--- config.mk ---
export PLATFORM = sky130hd
export DESIGN_NAME = uart_rx
export DESIGN_NICKNAME = d
export VERILOG_FILES = /design/src/rtl/uart_pkg.sv /design/src/rtl/sync_2ff.sv /design/src/rtl/uart_rx.sv
export SDC_FILE = /design/constraint.sdc
export NUM_CORES = 1
export LEC_CHECK = 0
export ABC_AREA = 1
export BUFFER_PORTS_ARGS = -buffer_cell sky130_fd_sc_hd__buf_4
export CORE_ASPECT_RATIO = 1.2
export CORE_UTILIZATION = 62
export CTS_BUF_LIST = sky130_fd_sc_hd__clkbuf_4
export DETAILED_ROUTE_END_ITERATION = 6
export PLACE_DENSITY = 0.81
export SLEW_MARGIN = 20
export SYNTH_ARGS = -nofsm -noshare
export SYNTH_HDL_FRONTEND = slang
export SYNTH_SLANG_ARGS = --single-unit
export TNS_END_PERCENT = 5
--- constraint.sdc ---
create_clock -name clk -period 2.8 [get_ports clk]
set_clock_uncertainty 0.1 [all_clocks]
set_input_delay 0.14 -clock clk [delete_from_list [all_inputs] [get_ports clk]]
set_output_delay 0.14 -clock clk [all_outputs]
set_load 0.05 [all_outputs]
--- src/rtl/uart_pkg.sv ---
// Shared UART definitions: receiver state encoding and bit-period helper.
package uart_pkg;

  // Smallest bit period (in clocks) for which centre sampling still works.
  localparam int UART_MIN_PERIOD = 4;

  typedef enum logic [2:0] {
    IDLE,
    START,
    DATA,
    STOP,
    WAIT_IDLE
  } rx_state_t;

  // Clocks per bit, truncated; the transmitter uses the same rounding.
  function automatic int uart_period(input int clk_freq, input int baud_rate);
    return clk_freq / baud_rate;
  endfunction

endpackage

--- src/rtl/sync_2ff.sv ---
// Two-flop synchronizer for asynchronous single-bit inputs.
module sync_2ff #(
  parameter logic RESET_VAL = 1'b1
) (
  input  logic clk,
  input  logic rst,
  input  logic d,
  output logic q
);

  logic meta;

  // Two flops in series give metastability time; both start at RESET_VAL.
  always_ff @(posedge clk or negedge rst) begin
    if (!rst) begin
      meta <= RESET_VAL;
      q    <= RESET_VAL;
    end else begin
      meta <= d;
      q    <= meta;
    end
  end

endmodule

--- src/rtl/uart_rx.sv ---
// UART receiver: centre-sampled frames delivered through a one-entry
// valid/ready holding register, with framing-error and overrun pulses.
module uart_rx import uart_pkg::*; #(
  parameter int CLK_FREQ  = 50000000,
  parameter int BAUD_RATE = 9600,
  parameter int DATA_BITS = 8,
  parameter int STOP_BITS = 1
) (
  input  logic                 clk,
  input  logic                 rst,
  input  logic                 rx,
  output logic [DATA_BITS-1:0] data,
  output logic                 data_valid,
  input  logic                 data_ready,
  output logic                 frame_err,
  output logic                 overrun
);

  localparam int PERIOD = uart_period(CLK_FREQ, BAUD_RATE);
  localparam int HALF   = PERIOD / 2;
  localparam int CNT_W  = (PERIOD > 2) ? $clog2(PERIOD) : 2;
  localparam int BIT_W  = 4;

  localparam logic [CNT_W-1:0] CNT_HALF  = CNT_W'(HALF - 1);
  localparam logic [CNT_W-1:0] CNT_FULL  = CNT_W'(PERIOD - 1);
  localparam logic [BIT_W-1:0] LAST_DATA = BIT_W'(DATA_BITS - 1);
  localparam logic [BIT_W-1:0] LAST_STOP = BIT_W'(STOP_BITS - 1);

  if (PERIOD < UART_MIN_PERIOD) begin : g_bad_period
    $error("uart_rx: CLK_FREQ/BAUD_RATE must be at least 4");
  end
  if (DATA_BITS < 5 || DATA_BITS > 9) begin : g_bad_data_bits
    $error("uart_rx: DATA_BITS must be in 5..9");
  end
  if (STOP_BITS < 1 || STOP_BITS > 2) begin : g_bad_stop_bits
    $error("uart_rx: STOP_BITS must be 1 or 2");
  end

  rx_state_t            state;
  rx_state_t            state_next;
  logic                 rx_s;
  logic [CNT_W-1:0]     cnt;
  logic [BIT_W-1:0]     bit_cnt;
  logic [DATA_BITS-1:0] shift;
  logic                 stop_bad;
  logic                 tick_half;
  logic                 tick_full;
  logic                 sample_data;
  logic                 sample_stop;
  logic                 commit;
  logic                 frame_fail;

  // The line idles high, so the synchronizer resets to 1.
  sync_2ff #(
    .RESET_VAL(1'b1)
  ) u_sync (
    .clk(clk),
    .rst(rst),
    .d  (rx),
    .q  (rx_s)
  );

  assign tick_half = (cnt == CNT_HALF);
  assign tick_full = (cnt == CNT_FULL);

  // State register; reset aborts any frame in flight.
  always_ff @(posedge clk or negedge rst) begin
    if (!rst) begin
      state <= IDLE;
    end else begin
      state <= state_next;
    end
  end

  // Next state and per-cycle sampling strobes.
  always_comb begin
    state_next  = state;
    sample_data = 1'b0;
    sample_stop = 1'b0;
    commit      = 1'b0;
    frame_fail  = 1'b0;
    case (state)
      IDLE: begin
        if (!rx_s) begin
          state_next = START;
        end
      end
      START: begin
        if (tick_half) begin
          state_next = rx_s ? IDLE : DATA;
        end
      end
      DATA: begin
        if (tick_full) begin
          sample_data = 1'b1;
          if (bit_cnt == LAST_DATA) begin
            state_next = STOP;
          end
        end
      end
      STOP: begin
        if (tick_full) begin
          sample_stop = 1'b1;
          if (bit_cnt == LAST_STOP) begin
            if (stop_bad || !rx_s) begin
              frame_fail = 1'b1;
              state_next = WAIT_IDLE;
            end else begin
              commit     = 1'b1;
              state_next = IDLE;
            end
          end
        end
      end
      WAIT_IDLE: begin
        if (rx_s) begin
          state_next = IDLE;
        end
      end
      default: begin
        state_next = IDLE;
      end
    endcase
  end

  // Bit timing: count clocks within a bit, restart on every state change.
  always_ff @(posedge clk or negedge rst) begin
    if (!rst) begin
      cnt     <= '0;
      bit_cnt <= '0;
    end else if (state_next != state) begin
      cnt     <= '0;
      bit_cnt <= '0;
    end else if (state == DATA || state == STOP) begin
      if (tick_full) begin
        cnt     <= '0;
        bit_cnt <= bit_cnt + BIT_W'(1);
      end else begin
        cnt <= cnt + CNT_W'(1);
      end
    end else if (state == START) begin
      cnt <= cnt + CNT_W'(1);
    end else begin
      cnt     <= '0;
      bit_cnt <= '0;
    end
  end

  // Data bits arrive LSB first, so shift in from the top.
  always_ff @(posedge clk or negedge rst) begin
    if (!rst) begin
      shift <= '0;
    end else if (sample_data) begin
      shift <= {rx_s, shift[DATA_BITS-1:1]};
    end
  end

  // Remember any low stop sample before the final one of the frame.
  always_ff @(posedge clk or negedge rst) begin
    if (!rst) begin
      stop_bad <= 1'b0;
    end else if (state != STOP) begin
      stop_bad <= 1'b0;
    end else if (sample_stop && !rx_s) begin
      stop_bad <= 1'b1;
    end
  end

  // Holding register: a commit always wins, even over a pending handshake.
  always_ff @(posedge clk or negedge rst) begin
    if (!rst) begin
      data       <= '0;
      data_valid <= 1'b0;
      frame_err  <= 1'b0;
      overrun    <= 1'b0;
    end else begin
      frame_err <= frame_fail;
      overrun   <= 1'b0;
      if (commit) begin
        data       <= shift;
        data_valid <= 1'b1;
        overrun    <= data_valid && !data_ready;
      end else if (data_valid && data_ready) begin
        data_valid <= 1'b0;
      end
    end
  end

endmodule
**Yosys cells after proc, flatten, opt, wreduce, memory -nomap -nowiden**

Index checks and enable logic that the tools add are counted.

- Add/subtract/negate cells: 2
- Equal/unequal tests: 11
- Muxes and demuxes: 34
- Reduce and logical (&&, ||, !) cells: 12

Operator list:

| operator | count |
|---|---|
| $mux 13 | 4 |
| $mux 3 | 8 |
| $mux 1 | 16 |
| $mux 4 | 4 |
| $pmux 3 s5 | 1 |
| $add 13x1->13 const B | 1 |
| $eq 13x12->1 const B | 1 |
| $eq 13x13->1 const B | 1 |
| $eq 3x2->1 const B | 2 |
| $ne 3x3->1 const B | 2 |
| $add 4x1->4 const B | 1 |
| $eq 4x3->1 const B | 1 |
| $logic_not 4->1 | 1 |
| $reduce_bool 2->1 | 2 |
| $eq 3x1->1 const B | 1 |
| $eq 3x3->1 const B | 1 |
| $logic_and 1x1->1 | 3 |
| $logic_not 3->1 | 1 |
| $ne 3x2->1 const B | 1 |
| $ne 3x3->1 | 1 |
| $logic_not 1->1 | 2 |
| $logic_or 1x1->1 | 2 |
| $mux 2 | 1 |
| $reduce_and 2->1 | 1 |

- Bits in registers: 42
- Bits of input ports: 4
- Output and inout bits: 11
- Word-level logic and storage cells: 70

**Logic depth before layout (Yosys ltp)**

Gate-level depths: netlist (run 1).

- Depth after elaboration: 9
- Mapped depth: 12

**Hierarchy**

A second synthesis (run 1) with hierarchy kept.

- Cell total of the unflattened synthesis: 249
- Area, all modules: 2173.3 um2

By module, submodules not included:

| module | times used | cells an instance | area an instance (um2) |
|---|---|---|---|
| uart_rx | 1 | 247 | 2120.8 |
| sync_2ff | 1 | 2 | 52.6 |

**Worst setup path before layout (run 1)**

No wires, ideal clock.

- Path kind: register to register
- Start: register cnt[0]
- End: register data[0]
- Setup time: 119 ps
- Arrival: 1410 ps
- Path slack: 1171 ps
- Cell stages (with the launch flop): 12
- Clock period less this slack: 1629 ps
- Cell sequence: dfrtp_1 ha_1 nand2_2 clkinv_2 nand2_2 nor2_4 nand3_4 nor2_4 nand2_4 buf_6 nand2_1 nand2_1

- Word-level cells in the longest chain between the ends: 3

Ends and longest elaborated chain:

| element | RTL line | source |
|---|---|---|
| from (decl) | uart_rx.sv:42 | `logic [CNT_W-1:0] cnt;` |
| from (signal assigned) | uart_rx.sv:139 | `cnt <= cnt + CNT_W'(1);` |
| from (signal assigned) | uart_rx.sv:142 | `cnt <= cnt + CNT_W'(1);` |
| $eq 13x13->1 | uart_rx.sv:64 | `assign tick_full = (cnt == CNT_FULL);` |
| $mux 1 | uart_rx.sv:102 | `if (tick_full) begin` |
| $mux 1 | uart_rx.sv:82 | `case (state)` |
| to (signal assigned) | uart_rx.sv:180 | `data <= shift;` |
| to (decl) | uart_rx.sv:12 | `output logic [DATA_BITS-1:0] data,` |

Every way passes these cells.
A chain may end at the register's enable or synchronous reset.

**Worst setup path after layout (run 1)**

- Start: register cnt[0]
- End: register bit_cnt[3]

- Word-level cells in the longest chain between the ends: 6
- Elaborated cells on any way between the ends: 11

Ends and longest elaborated chain:

| element | RTL line | source |
|---|---|---|
| $eq 13x13->1 / $eq 13x12->1 (equally long branches) | uart_rx.sv:64, uart_rx.sv:63 |  |
| $mux 3 (on tied branches) | uart_rx.sv:102, uart_rx.sv:89, uart_rx.sv:94 |  |
| $pmux 3 s5 | uart_rx.sv:82 |  |
| $ne 3x3->1 | uart_rx.sv:131 | `end else if (state_next != state) begin` |
| $ne 3x3->1 (no line) | n/a |  |
| $reduce_and 2->1 (no line) | n/a |  |
| to (signal assigned) | uart_rx.sv:137 | `bit_cnt <= bit_cnt + BIT_W'(1);` |
| to (decl) | uart_rx.sv:43 | `logic [BIT_W-1:0] bit_cnt;` |

Several ways; a longest one is shown, not always the timed one.

==> impl_metrics.ini, run 1 <==
[run_status]
outcome = finished, violations left
violations = design-rule violations

[power_and_ir_drop]
peakVddDrop_v = 0.000299
power.leakage_nw = 1.18
total_power_mw = 1.03
p_per_area_nw_per_um2 = 415

[setup_path]
worst_ep_required_time_ns = 2.96
cp_max_fo = 14
cp-startpoint = cnt[0]
timing.rr.end = bit_cnt[3]
start_kind = flip-flop
rr_worst_depth = 10
r2r_setup_slack_ns = 0.90
worstPathArrival_ns = 2.06
critPathCaptureType = flip-flop
crit_type = reg -> reg
crit_end = bit_cnt[3]
reg2reg_from = cnt[0]

[sta]
finalCritPeriodShare = 0.679
fmax_mhz = 526
rsz0062_at_grt = false
fin_setup_tns_ns = 0
max_slew.worst_pin.slew_ns = 0.517
slew_headroom = 0.655
hold_viol_final = 0
timing.hold.ws_ns = 0.179
finalWorstSetupSlack_ns = 0.899
min_period_ns = 1.90
drv_slew = 0
finalSetupViolations = 0

[grt]
grt_pass1_vias = 1722
grt_max_degree = 43
overflow = 0
antenna_found_initial = 0
grt.total_usage = 0.249
grt_pass1_wl_mm = 7.29

[clock_network]
clk_path_buf_depth = 2
cts_resized = 0
h-tree-depth = 2
clk_latency_ns = 0.35
cts_sinks = 42
cts_tree = done
clk_pin_slew_ns = 0.13
numCtsBuffers = 5
cts_hold_buf = 3
clockRootBuffer = clkbuf_4
cts_setup_buffers = 0

[worst_hold_path]
hold_class = in -> async

[synthesis]
synthXorXnorAreaFrac = 0.0234
seq_area_frac_synth = 0.469
ys_warn_count = 0
synth_async_sr_flop_share = 1.00
syn_area_um2 = 2250
yosysUniqueCellTypes = 35
synth_enable_flop_cells = 0
syn-num-nets = 257
synthMuxAreaShare = 0
synth_area_per_cell_um2 = 8.98
ys.flop_type = dfrtp_1
syn_inst = 250
synthAdderAreaFrac = 0.0167
ys_seq_elements = 42
synth_top_family_by_area = simple AND/OR/NAND/NOR gates
synth_compound_area_frac = 0.137
synthSimpleGateAreaFrac = 0.269

[floorplan]
fp.dieW_um = 56.9
core_area_um2 = 3400
die_area_um2 = 3870
die_h_um = 67.9
rows = 23
io_pins = 15
initial_core_util = 0.661

[place]
dpl-instance-area_um2 = 2360
pre_cts_ws_ns = 0.952
io_buffers = 14
gp_congestion = 0.812
dp_hpwl_mm = 2.90

[routing]
routed_wl_mm = 4.04
dr.max_layer_used = met4
wl_met1_mm = 1.77
routed_via_density = 5.42
wl_met2_mm = 2.09
routedWlPerCell_um = 13.1
wl_met3_um = 114
firstDrtPassIters = 6
vias = 1669
antenna_left = 0
drtIter0Drc = 51
drc = 2

[final_layout]
final_cell_mix = nand2_1 (45), dfrtp_1 (40), inv_1 (34), o21ai_2 (17)
final_nets = 277
final_common_cell = nand2_1
area_growth_pct = 10.2
n_antenna_cell = 0
drive_above_1_share = 0.288
fin_area_um2 = 2470

[job]
drv_cap = 0
[logic make-up after synthesis]
kind of cell | Yosys count
flip-flops | 42
AND/OR/NAND/NOR | 110
buffers and inverters | 45
AO/OA/AOI/OAI | 44
adder cells (fa/ha/maj) | 3
XOR/XNOR | 6
[power breakdown]
group	leakage [nW]	switching, mW	internal, mW	total [mW]
Combinational	0.572	0.0157	0.00604	0.0217
Sequential	0.565	0.000589	0.609	0.610
Clock	0.0419	0.197	0.198	0.395
Total	1.18	0.213	0.813	1.03
[state kept, by name, summed over array words and instances, names as in the netlist]
name and cells:
cnt 13, data 8, shift 8, bit_cnt 4
state 3, data_valid 1, frame_err 1, overrun 1
stop_bad 1, u_sync.meta 1, u_sync.q 1
[critical path: stages (launching register included)]
cell and delay [ns]:
dfrtp_1 0.39, ha_1 0.23, nand2_2 0.09, nor3_1 0.20
nand4_2 0.15, nand2_2 0.30, nand2_4 0.13, nand2_1 0.10
o21ai_2 0.05, inv_1 0.05, nor2_1 0.04
[final cells by class]
cell class	instances	area (um^2)
Clock inverter	2	37.5
Inverter	41	155
Tap cell	37	46.3
Sequential cell	42	1050
Fill cell	262	921
Multi-Input combinational cell	163	1000
Clock buffer	6	45.0
Timing Repair Buffer	17	135
[layer usage]
| metal | GRT usage | vias up |
|---|---|---|
| met5 | 0 | - |
| met4 | 0.116 | 0 |
| met3 | 0.0548 | 6 |
| met2 | 0.471 | 27 |
| met1 | 0.265 | 799 |
| li1 | - | 837 |
[metrics by stage]
step / utilization / std cells
after detailed placement: 0.696 / 297
final: 0.729 / 308
after CTS: 0.729 / 308
after global placement: 0.696 / 297
after global routing: 0.729 / 308
after floorplan: - / 250
[cell usage after synthesis (all sizes together), types with 2 or more instances]
library cell  instances  area (um^2)
a211oi                3         22.5
a21oi                13         68.8
buf                   4         35.0
dfrtp                40         1000
dfstp                 2         52.6
ha                    3         37.5
inv                  40          150
nand2                59          272
nand3                15         87.6
nand4                 6         43.8
nor2                 23          138
nor3                  6         57.6
o21ai                24          184
xor2                  6         52.6
[worst min-delay path by stage]
stage / start / to / slack (ns)
5_1_grt: rst / cnt[12] / 0.22
4_1_cts: rst / cnt[11] / 0.20
3_5_place_dp: rst / cnt[11] / 0.06
3_3_place_gp: rst / cnt[11] / 0.05
2_1_floorplan: rst / bit_cnt[0] / -0.26
6_report: rst / cnt[12] / 0.18
Power figures use the tool's default switching activity.
==> run 2: changes to the inputs <==
--- a/config.mk
+++ b/config.mk
@@ -8,10 +8,10 @@
 export ABC_AREA = 1
 export BUFFER_PORTS_ARGS = -buffer_cell sky130_fd_sc_hd__buf_4
 export CORE_ASPECT_RATIO = 1.2
-export CORE_UTILIZATION = 62
+export CORE_UTILIZATION = 56
 export CTS_BUF_LIST = sky130_fd_sc_hd__clkbuf_4
 export DETAILED_ROUTE_END_ITERATION = 6
-export PLACE_DENSITY = 0.81
+export PLACE_DENSITY = 0.78
 export SLEW_MARGIN = 20
 export SYNTH_ARGS = -nofsm -noshare
 export SYNTH_HDL_FRONTEND = slang
==> constraint.sdc (replaced) <==
create_clock -name clk -period 1.6 [get_ports clk]
set_clock_uncertainty 0.1 [all_clocks]
set_input_delay 0.08 -clock clk [delete_from_list [all_inputs] [get_ports clk]]
set_output_delay 0.08 -clock clk [all_outputs]
set_load 0.05 [all_outputs]
==> run 2 against run 1 <==
Effect of this change:
- power up 78%
- highest routed layer unchanged
- critical path type unchanged
- final cell count up 15%
- clock power increased by 81%
- maximum frequency rose by 14%
- the flow finishes with violations (negative setup slack)
- combinational power rose by 90%
- flip-flop and latch count did not move
- sequential power grew 75%
- largest power group unchanged
==> impl_metrics.ini, run 2 (synthesized netlist as in run 1, its figures left out) <==
[routing]
drtIter0Drc = 72
routedWlPerCell_um = 13.0
firstDrtPassIters = 4
routed_via_density = 5.07
drc = 0
antenna_left = 0
vias = 1789
routed_wl_mm = 4.59

[setup_path]
max_stage_delay_ns = 0.42
crit_type = reg -> reg
start_kind = flip-flop
cp_max_fo = 17
worstPathArrival_ns = 1.84
critPathSlowestCell = dfrtp_1
crit_buf_inv = 1
critPathCaptureType = flip-flop
rr_worst_depth = 10
critPathTopFamily = simple AND/OR/NAND/NOR gates
worst_ep_required_time_ns = 1.77
timing.rr.end = data[1]
crit_path_cell_trace = ha_4 -> nand2_2 -> clkinv_2 -> nand2_2 -> nor2_4 -> nand3_4 -> nor2_4 -> nand2_8 -> nand2_1 -> o21ai_2
reg2reg_from = cnt[0]
r2r_setup_slack_ns = -0.07

[final_layout]
drive_above_1_share = 0.409
utilization = 0.757
n_fill_cell = 266
final_cell_mix = buf_4 (42), nand2_1 (39), dfrtp_1 (38), inv_1 (33), o21ai_2 (17)
final_nets = 307
largest_register_ffs = 13
n_antenna_cell = 0
reg.largest.list = cnt x13, data x8, shift x8
largest_register = cnt
fin_area_um2 = 2820
area_growth_pct = 25.5
final_common_cell = buf_4

[clock_network]
h-tree-depth = 2
clockRootBuffer = clkbuf_4
cts_tree = done
clk_path_buf_depth = 2
clk_latency_ns = 0.36
cts_sinks = 42
clk_pin_slew_ns = 0.14
numCtsBuffers = 5

[grt]
grt_pass1_vias = 1725
grt.total_usage = 0.238
antenna_found_initial = 0
grt_max_degree = 43
grt_pass1_wl_mm = 7.61
overflow = 0

[sta]
finalCritPeriodShare = 1.04
min_period_ns = 1.67
finalSetupViolations = 17
finalWorstSetupSlack_ns = -0.0708
hold_viol_final = 0
max_slew.worst_pin.slew_ns = 0.518
fmax_mhz = 599
drv_slew = 0
slew_headroom = 0.655
rsz0062_at_grt = true

[floorplan]
die_area_um2 = 4270
rows = 24
fp.dieW_um = 59.8
io_pins = 15
core_area_um2 = 3720
die_h_um = 71.4
initial_core_util = 0.603

[power_and_ir_drop]
power.leakage_nw = 1.32
p_per_area_nw_per_um2 = 647
peakVddDrop_v = 0.000607

[place]
dpl-instance-area_um2 = 2590
gp_congestion = 0.840
io_buffers = 14
pre_cts_ws_ns = -0.0996
dp_hpwl_mm = 3.15

[run_status]
outcome = finished, violations left
violations = negative setup slack

[worst_hold_path]
hold_class = in -> async

[job]
drv_cap = 0
[run 2: layout make-up]
cell class / instances / area, um^2 / share of cell area
clock buffers: 5 / 37.5 / 0.0133
clock inverters: 3 / 48.8 / 0.0173
inverters: 41 / 155 / 0.0550
multi-input cells: 163 / 1080 / 0.383
flip-flops and latches: 42 / 1060 / 0.375
well taps: 52 / 65.1 / 0.0231
repair buffers: 47 / 377 / 0.134
[run 2: worst max path at each step]
stage | from | end | slack (ns) | cells past startpoint
2_1_floorplan | cnt[0] | data[0] | 0.0008 | 11
3_3_place_gp | cnt[1] | data[6] | -0.03 | 10
3_5_place_dp | bit_cnt[0] | data[3] | -0.1 | 9
4_1_cts | cnt[1] | data[1] | -0.06 | 10
5_1_grt | cnt[0] | cnt[12] | -0.22 | 11
6_report | cnt[0] | data[1] | -0.07 | 10
[run 2: power breakdown]
| part | switching [mW] | internal [mW] |
|---|---|---|
| combinational | 0.0287 | 0.0125 |
| clock | 0.375 | 0.339 |
| sequential | 0.00115 | 1.07 |
[run 2: repair_timing]
item | CTS | global route
hold buffers | 3 | 0
pin swaps | 3 | 5
gates cloned | 0 | 0
hold endpoints to repair | 45 | 0
resized for setup | 6 | 13
buffers inserted | 0 | 4
endpoints found under the setup margin | 21 | 38
[run 2: metal layers]
| layer | share of wire | up-vias | GRT usage |
|---|---|---|---|
| met2 | 0.52 | 30 | 0.385 |
| met4 | 0.015 | 0 | 0.0930 |
| met5 | 0 | - | 0 |
| met3 | 0.024 | 7 | 0.0433 |
| met1 | 0.44 | 851 | 0.315 |
| li1 | - | 901 | - |
[run 2: through the flow]
| step | hold WS, ns | setup TNS (ns) | total power [mW] | std cells |
|---|---|---|---|---|
| final | 0.112 | -0.824 | 1.82 | 353 |
| after global routing | 0.160 | -3.64 | 1.88 | 353 |
| after CTS | 0.139 | -0.683 | 1.84 | 349 |
| after detailed placement | -0.00413 | -0.757 | 1.12 | 338 |
| after global placement | -0.0100 | -0.224 | 1.12 | 338 |
| after floorplan | -0.316 | 0 | 1.09 | 250 |
